$ cat src/rtl/spi_pkg.sv
// spi_pkg: shared byte type and burst sequencer state encoding
package spi_pkg;
   typedef logic [7:0] byte_t;
   typedef enum logic [2:0] {
      S_IDLE, S_FETCH, S_START, S_WAIT, S_STORE, S_GAP, S_FIN
   } burst_state_e;
endpackage

$ cat src/rtl/spi_byte_fifo.sv
// spi_byte_fifo: synchronous byte FIFO with async active-high reset
// Ports: clk_i/rst_i clock and reset; wr_i/wdata_i push side; rd_i/rdata_o pop side;
// full_o/empty_o status. rdata_o reads 0 while empty.
module spi_byte_fifo import spi_pkg::*; #(
   parameter int DEPTH = 8
) (
   input  logic  clk_i,
   input  logic  rst_i,
   input  logic  wr_i,
   input  byte_t wdata_i,
   input  logic  rd_i,
   output byte_t rdata_o,
   output logic  full_o,
   output logic  empty_o
);
   localparam int AW = $clog2(DEPTH);
   byte_t        mem_q [DEPTH];
   logic [AW:0]  wp_q, rp_q;
   logic         do_push, do_pop;
   // extra pointer bit separates full from empty when the index bits match
   assign empty_o = wp_q == rp_q;
   assign full_o  = (wp_q[AW] != rp_q[AW]) && (wp_q[AW-1:0] == rp_q[AW-1:0]);
   assign do_pop  = rd_i && !empty_o;
   assign do_push = wr_i && (!full_o || do_pop);
   assign rdata_o = empty_o ? '0 : mem_q[rp_q[AW-1:0]];
   always_ff @(posedge clk_i or posedge rst_i) begin
      if (rst_i) begin
         wp_q <= '0;
         rp_q <= '0;
      end else begin
         if (do_push) wp_q <= wp_q + 1'b1;
         if (do_pop) rp_q <= rp_q + 1'b1;
      end
   end
   always_ff @(posedge clk_i) begin
      if (do_push) mem_q[wp_q[AW-1:0]] <= wdata_i;
   end
endmodule

$ cat src/rtl/spi_burst_ctrl.sv
// spi_burst_ctrl: multi-byte burst sequencer driving a byte-level SPI master
// Ports: clk/rst; cmd_valid/cmd_ready/cmd_len/cmd_cpol/cmd_cpha command channel;
// tx_data/tx_valid/tx_ready TX byte stream; rx_data/rx_valid/rx_ready RX byte stream;
// busy/xfer_done status; spi_start/spi_data_in/spi_cpol/spi_cpha/spi_done/spi_data_out master link.
module spi_burst_ctrl import spi_pkg::*; #(
   parameter int FIFO_DEPTH = 8,
   parameter int LEN_W      = 8,
   parameter int GAP_CYCLES = 2
) (
   input  logic             clk,
   input  logic             rst,
   input  logic             cmd_valid,
   output logic             cmd_ready,
   input  logic [LEN_W-1:0] cmd_len,
   input  logic             cmd_cpol,
   input  logic             cmd_cpha,
   input  byte_t            tx_data,
   input  logic             tx_valid,
   output logic             tx_ready,
   output byte_t            rx_data,
   output logic             rx_valid,
   input  logic             rx_ready,
   output logic             busy,
   output logic             xfer_done,
   output logic             spi_start,
   output byte_t            spi_data_in,
   output logic             spi_cpol,
   output logic             spi_cpha,
   input  logic             spi_done,
   input  byte_t            spi_data_out
);
   localparam int GW = $clog2(GAP_CYCLES + 1);
   burst_state_e     state_q, state_d;
   logic [LEN_W-1:0] rem_q, rem_d;
   logic [GW-1:0]    gap_q, gap_d;
   byte_t            data_q, data_d, rxb_q, rxb_d;
   logic             cpol_q, cpol_d, cpha_q, cpha_d;
   logic             done_q, rdy_q, xfer_q;
   logic             tx_pop, tx_empty, tx_full, rx_push, rx_full, rx_empty;
   byte_t            tx_head;
   spi_byte_fifo #(.DEPTH(FIFO_DEPTH)) u_tx (
      .clk_i(clk), .rst_i(rst), .wr_i(tx_valid && tx_ready), .wdata_i(tx_data),
      .rd_i(tx_pop), .rdata_o(tx_head), .full_o(tx_full), .empty_o(tx_empty)
   );
   spi_byte_fifo #(.DEPTH(FIFO_DEPTH)) u_rx (
      .clk_i(clk), .rst_i(rst), .wr_i(rx_push), .wdata_i(rxb_q),
      .rd_i(rx_ready), .rdata_o(rx_data), .full_o(rx_full), .empty_o(rx_empty)
   );
   assign tx_ready    = !tx_full;
   assign rx_valid    = !rx_empty;
   // rdy_q keeps cmd_ready low while reset is held and for the release cycle's edge
   assign cmd_ready   = rdy_q && state_q == S_IDLE;
   assign busy        = state_q != S_IDLE;
   assign spi_start   = state_q == S_START;
   assign xfer_done   = xfer_q;
   assign spi_data_in = data_q;
   assign spi_cpol    = cpol_q;
   assign spi_cpha    = cpha_q;
   always_comb begin
      state_d = state_q;
      rem_d   = rem_q;
      gap_d   = gap_q;
      data_d  = data_q;
      rxb_d   = rxb_q;
      cpol_d  = cpol_q;
      cpha_d  = cpha_q;
      tx_pop  = 1'b0;
      rx_push = 1'b0;
      case (state_q)
         S_IDLE: if (cmd_valid && cmd_ready) begin
            rem_d   = cmd_len;
            cpol_d  = cmd_cpol;
            cpha_d  = cmd_cpha;
            state_d = cmd_len == '0 ? S_FIN : S_FETCH;
         end
         S_FETCH: if (!tx_empty) begin
            tx_pop  = 1'b1;
            data_d  = tx_head;
            state_d = S_START;
         end
         S_START: state_d = S_WAIT;
         // only a fresh rising edge counts; a level left over from the last byte is ignored
         S_WAIT: if (spi_done && !done_q) begin
            rxb_d   = spi_data_out;
            state_d = S_STORE;
         end
         S_STORE: if (!rx_full) begin
            rx_push = 1'b1;
            rem_d   = rem_q - LEN_W'(1);
            state_d = rem_q == LEN_W'(1) ? S_FIN : S_GAP;
         end
         S_GAP: begin
            gap_d   = gap_q == GW'(GAP_CYCLES - 1) ? '0 : gap_q + GW'(1);
            state_d = gap_q == GW'(GAP_CYCLES - 1) ? S_FETCH : S_GAP;
         end
         S_FIN: state_d = S_IDLE;
         default: state_d = S_IDLE;
      endcase
   end
   always_ff @(posedge clk or posedge rst) begin
      if (rst) begin
         state_q <= S_IDLE;
         rem_q   <= '0;
         gap_q   <= '0;
         data_q  <= '0;
         rxb_q   <= '0;
         cpol_q  <= 1'b0;
         cpha_q  <= 1'b0;
         done_q  <= 1'b0;
         rdy_q   <= 1'b0;
         xfer_q  <= 1'b0;
      end else begin
         state_q <= state_d;
         rem_q   <= rem_d;
         gap_q   <= gap_d;
         data_q  <= data_d;
         rxb_q   <= rxb_d;
         cpol_q  <= cpol_d;
         cpha_q  <= cpha_d;
         done_q  <= spi_done;
         rdy_q   <= 1'b1;
         xfer_q  <= state_q == S_FIN;
      end
   end
endmodule

$ cat config.mk
export PLATFORM = sky130hd
export DESIGN_NAME = spi_burst_ctrl
export DESIGN_NICKNAME = d
export VERILOG_FILES = /design/src/rtl/spi_pkg.sv /design/src/rtl/spi_byte_fifo.sv /design/src/rtl/spi_burst_ctrl.sv
export SDC_FILE = /design/constraint.sdc
export NUM_CORES = 1
export LEC_CHECK = 0
export CORE_AREA = 8 8 124 126
export CTS_CLUSTER_SIZE = 20
export DETAILED_ROUTE_END_ITERATION = 16
export DIE_AREA = 0 0 132 134
export PLACE_DENSITY = 0.8
export SYNTH_ARGS = -nofsm -noshare
export SYNTH_HDL_FRONTEND = slang
export SYNTH_HIERARCHICAL = 1
export SYNTH_SLANG_ARGS = --single-unit
$ cat constraint.sdc
create_clock -name clk -period 6.73 [get_ports clk]
set_input_delay 1.6825 -clock clk [delete_from_list [all_inputs] [get_ports clk]]
set_output_delay 1.6825 -clock clk [all_outputs]
set_load 0.05 [all_outputs]
==> results of run 1 <==
final cells by class:
cell class	count	area [µm²]
sequential	178	5095
fill	871	4431
multi-input combinational	260	2507
timing repair buffer	70	663.1
clock buffer	18	429.2
tap	180	225.2
clock inverter	14	105.1
inverter	13	48.80
worst max path at each step:
stage / end / slack (ns) / startpoint / depth (start not counted)
floorplan: spi_start / 3.16 / state_q[1]$_DFFE_PP0P_ / 3
global placement: rx_data[0] / 2.38 / u_rx/rp_q[0]$_DFFE_PP0P_ / 4
detailed placement: rx_data[7] / 2.31 / u_rx/rp_q[0]$_DFFE_PP0P_ / 4
CTS: rx_data[7] / 1.82 / u_rx/rp_q[0]$_DFFE_PP0P_ / 4
global route: rx_data[7] / 1.67 / u_rx/rp_q[0]$_DFFE_PP0P_ / 4
finish: rx_data[7] / 1.89 / u_rx/rp_q[0]$_DFFE_PP0P_ / 4
per-stage QoR:
| step | setup slack, ns | area [µm²] |
|---|---|---|
| floorplan | 3.164 | 7826 |
| global placement | 2.375 | 8539 |
| detailed placement | 2.306 | 8539 |
| CTS | 1.821 | 9074 |
| global route | 1.666 | 9074 |
| finish | 1.892 | 9074 |
cells in the final DEF, fill, tap and decap left out, drive strengths merged, types with 5 or more instances in the layout:
cell / n
nor3: 11
buf: 15
ha: 6
mux4: 32
nor4: 8
clkdlybuf4s50: 55
nand4: 5
nor2: 40
nand2: 16
a21oi: 10
inv: 18
o21ai: 9
dfrtp: 50
xnor2: 15
mux2i: 16
clkinv: 7
edfxtp: 128
nand3: 5
mux2: 22
nand2b: 7
clkbuf: 18
routing by layer:
layer	part of all wire (%)	track usage, %	up-vias
li1	-	-	1968
met1	40	20.84	2191
met2	54	30.51	132
met3	5.1	4.562	18
met4	1.5	7.020	0
met5	0	0	-
worst register-to-register path, delay by kind of cell (launching register included):
family        cells  cell delay, ns
xor+xnor          1            0.18
flops             1            1.12
simple gates      5            1.72
flip-flops by register name, summed over array words and instances (netlist names):
name,count
rdy_q,1
u_rx/mem_q,64
rxb_q,8
xfer_done,1
u_tx/mem_q,64
gap_q,2
u_tx/wp_q,4
done_q,1
u_rx/wp_q,4
state_q,3
spi_data_in,8
spi_cpha,1
u_tx/rp_q,4
spi_cpol,1
u_rx/rp_q,4
rem_q,8
logic make-up after synthesis:
logic type	count (synthesis)	synth area share, %
adders and majority gates	6	0.9592
xor gates and xnor gates	17	2.958
DFF	178	65.10
other	1	0.04792
and+or+nand+nor	118	9.065
buffers and inverters	40	2.862
muxes	70	14.52
AOI/OAI and AO/OA	48	4.492
report_power, final:
group / total, mW / internal [mW] / switching [mW]
Clock: 0.888 / 0.476 / 0.412
Sequential: 1.80 / 1.45 / 0.350
Combinational: 1.63 / 0.761 / 0.871
Total: 4.32 / 2.68 / 1.63
==> out/metrics.yaml, run 1 <==
status:
  status: "complete, no violations"
power:
  powerDensity_nw_per_um2: 475.8
  ir_drop_mv: 0.3980
  total_power_mw: 4.318
  p_leak_nw: 3.226
logic_synthesis:
  synth_area_um2: 7826
  ys_warn_count: 6
  synth_fp_nets: 516
  yosysMostFrequentCell: "edfxtp_1"
  synth_top_flop_cell: "edfxtp_1"
  ys_seq_area_share_pct: 65.10
  synth_area_leaders: "edfxtp_1, dfrtp_1, mux4_2"
  synth-seq-cells: 178
  synth_edf_count: 128
  post-synth-top-area-cell: "edfxtp_1"
  ys_top_cells_by_count: "edfxtp_1, dfrtp_1, nor2_1"
  synth_top_area_share_pct: 49.11
  yosys.cell_types.count: 65
  async_reset_ff_share_pct: 28.09
  synth.avg_cell_area_um2: 16.37
  postSynthCellCount: 478
placed_design:
  portBuffers: 55
  placed_cells: 701
  place.gp.congestion: 0.8116
  hpwl_um: 9684
timing:
  finalCriticalPeriod_ns: 4.838
  finalCritPeriodShare_pct: 71.89
  timing.slew.headroom_pct: 21.97
  grt_setup_unrepaired: "no"
  maxSlewViolCount: 0
  hold_slack_ns: 0.4920
  setup_violations: 0
  max_freq_mhz: 206.7
  tightest_slew_ns: 1.170
  setup-tns-final_ns: 0
  clock_skew_ns: 0.009931
  hold_viol: 0
worst_setup_path:
  r2r_end: "u_rx/mem_q[7][7]$_DFFE_PP_"
  crit_chain: "mux4_2 > mux2i_1 > nor2_1 > clkdlybuf4s50_1"
  r2r_slack_ns: 3.32
  reg2reg_from: "u_rx/rp_q[0]$_DFFE_PP0P_"
  reg2regPathDepth: 6
  worstPathArrival_ns: 3.16
  critPathBufInv: 1
  cp-start-kind: "flop"
  critPathRequiredTime_ns: 5.05
  worstSetupPathType: "flop to primary output"
  slowest_delay_ns: 1.12
  crit_slowest_cell: "dfrtp_1"
  worst_setup_path_end_kind: "primary output"
  cp_top_family: "flip-flops"
  path_max_fanout: 20
layout:
  syn2layout_area_growth_pct: 15.94
  fin_nets: 578
  utilization_pct: 67.19
  stdcell_count: 733
  layout-drive-gt1-share_pct: 21.88
  antenna_cells: 0
global_routing:
  grt_pass1_wl_um: 23950
  grt_overflow: 0
  grtUsageTotal_pct: 17.69
  antenna_found_initial: 0
  grt_pass1_vias: 4488
  grt_max_degree: 25
die:
  initial_core_util_pct: 57.95
  die_y_um: 134
  die_w_um: 132
  dieArea_um2: 17690
  rows: 43
  pin_count: 56
  core_um2: 13500
clock_network:
  clockBufferDepth: 2
  htree_levels: 4
  cts_made_buffers: 17
  post_cts_buffers: 0
  root_buffer: "clkbuf_16"
  cts_tree: "done"
  cts_resized: 0
  worstSkewPairLatency_ns: 0.43
  clk_pin_slew_worst_paths_ns: 0.07
  hold_buffers: 0
  cts.sinks: 178
route:
  dr.pass1.iters: 5
  via_per_inst: 5.879
  drt_wl_total_um: 14580
  ant_nets: 0
  drc: 0
  wl_per_cell_um: 19.90
  drt_iter0_markers: 348
  vias: 4309
min_path:
  min_path_type: "flop to flop"
  worstHoldStart: "gap_q[1]$_DFFE_PP0P_"
  hold_end: "gap_q[1]$_DFFE_PP0P_"
  worstHoldPathCells: 1
run:
  drv_cap: 0
Power figures use the tool's default switching activity.
==> run 2, diff against run 1 <==
--- a/config.mk
+++ b/config.mk
@@ -5,11 +5,11 @@
 export SDC_FILE = /design/constraint.sdc
 export NUM_CORES = 1
 export LEC_CHECK = 0
-export CORE_AREA = 8 8 124 126
+export CORE_AREA = 8 8 131 133
 export CTS_CLUSTER_SIZE = 20
 export DETAILED_ROUTE_END_ITERATION = 16
-export DIE_AREA = 0 0 132 134
-export PLACE_DENSITY = 0.8
+export DIE_AREA = 0 0 139 141
+export PLACE_DENSITY = 0.75
 export SYNTH_ARGS = -nofsm -noshare
 export SYNTH_HDL_FRONTEND = slang
 export SYNTH_HIERARCHICAL = 1
==> constraint.sdc (replaced) <==
create_clock -name clk -period 3.9 [get_ports clk]
set_input_delay 0.975 -clock clk [delete_from_list [all_inputs] [get_ports clk]]
set_output_delay 0.975 -clock clk [all_outputs]
set_load 0.05 [all_outputs]
==> run 2 against run 1 <==
Net effect:
- combinational power is 88% higher
- register-to-register slack worse by 2.3 ns
- global-route usage is 1.8 points lower
- critical path type unchanged
- critical endpoint is now rx_data[3]
- largest power group is now combinational cells
- highest routed layer unchanged
==> out/metrics.yaml, run 2 (same netlist as run 1, synthesis figures left out) <==
die:
  pin_count: 56
  die_y_um: 141
  initial_core_util_pct: 52.26
  rows: 45
  dieArea_um2: 19600
  core_um2: 14980
  die_w_um: 139
status:
  status: "complete, no violations"
global_routing:
  grt_pass1_wl_um: 24170
  antenna_found_initial: 0
  grt_max_degree: 27
  grtUsageTotal_pct: 15.87
  grt_overflow: 0
  grt_pass1_vias: 4596
min_path:
  worstHoldStart: "gap_q[0]$_DFFE_PP0P_"
  min_path_type: "flop to flop"
timing:
  max_freq_mhz: 276.8
  maxSlewViolCount: 0
  finalCriticalPeriod_ns: 3.613
  finalCritPeriodShare_pct: 92.64
  clock_skew_ns: 0.009784
  timing.slew.headroom_pct: 33.51
  grt_setup_unrepaired: "no"
  tightest_slew_ns: 0.9908
  hold_viol: 0
  setup_violations: 0
  setup_ws_ns: 0.2872
  hold_slack_ns: 0.4980
  setup-tns-final_ns: 0
layout:
  final_cell_mix: "edfxtp_1, clkdlybuf4s50_1, dfrtp_1"
  syn2layout_area_growth_pct: 16.83
  final_common_cell: "edfxtp_1"
  layout-drive-gt1-share_pct: 22.91
  antenna_cells: 0
  fin_nets: 588
worst_setup_path:
  worst_setup_path_end_kind: "primary output"
  critPathRequiredTime_ns: 2.92
  cp-start-kind: "flop"
  path_max_fanout: 20
  cp-startpoint: "u_rx/rp_q[0]$_DFFE_PP0P_"
  worstSetupPathType: "flop to primary output"
  worstPathArrival_ns: 2.64
  reg2reg_from: "state_q[2]$_DFFE_PP0P_"
power:
  total_power_mw: 7.477
  ir_drop_mv: 0.3970
  powerDensity_nw_per_um2: 817.7
  p_leak_nw: 3.266
clock_network:
  cts.sinks: 178
  clockBufferDepth: 2
  worstSkewPairLatency_ns: 0.42
  clk_pin_slew_worst_paths_ns: 0.07
  cts_made_buffers: 17
  post_cts_buffers: 0
  cts_resized: 0
  root_buffer: "clkbuf_16"
  htree_levels: 4
  hold_buffers: 0
  cts_tree: "done"
route:
  drt_wl_total_um: 15030
  wl_per_cell_um: 20.01
  vias: 4319
  drt_iter0_markers: 263
  dr.pass1.iters: 5
  drc: 0
  via_per_inst: 5.751
  ant_nets: 0
placed_design:
  hpwl_um: 9966
  portBuffers: 55
  pre_cts_slack_ns: 0.7426
  place.gp.congestion: 0.7964
run:
  drv_cap: 0
[run 2: report_power, final]
part / switching, mW / internal, mW / total [mW]
Clock: 0.692 / 0.811 / 1.50
Sequential: 0.405 / 2.50 / 2.91
Combinational: 1.72 / 1.35 / 3.07
[run 2: stage by stage]
| stage | std cells | instance area [µm²] | util [%] |
|---|---|---|---|
| after floorplan | 478 | 7826 | - |
| after global placement | 719 | 8625 | 57.59 |
| after detailed placement | 719 | 8625 | 57.59 |
| after CTS | 751 | 9144 | 61.05 |
| after global routing | 751 | 9144 | 61.05 |
| final | 751 | 9144 | 61.05 |
[run 2: final cells by class]
cell class | count | area, µm²
Clock buffer | 19 | 432.9
Clock inverter | 13 | 86.33
Fill cell | 1096 | 5833
Inverter | 13 | 48.80
Multi-Input combinational cell | 260 | 2507
Sequential cell | 178 | 5095
Tap cell | 188 | 235.2
Timing Repair Buffer | 80 | 738.2
[run 2: worst max-delay path, cell delays in order (launching register included)]
cell and delay (ns):
dfrtp_1 0.36, buf_4 0.36, mux4_2 0.55, mux2i_1 0.19, nor2_1 0.06, clkdlybuf4s50_1 0.69
[run 2: layer usage]
metal	vias up	GRT usage, %	share of wire (%)
met5	-	0	0
met2	96	28.35	54
met4	0	5.661	1.4
met3	19	3.950	4.7
li1	1990	-	-
met1	2214	18.27	40
[run 2: path summary, 6_finish.rpt]
kind                                              end  cells past startpoint  slack (ns)
min reg2reg                      gap_q[0]$_DFFE_PP0P_                      1        0.50
max                                        rx_data[3]                      5        0.29
max reg2reg                u_rx/mem_q[1][3]$_DFFE_PP_                      5        1.05
max in group asynchronous        rem_q[5]$_DFFE_PP0P_                      3        2.28
min                              gap_q[0]$_DFFE_PP0P_                      1        0.50
min in group asynchronous    u_tx/rp_q[2]$_DFFE_PP0P_                      2        0.94
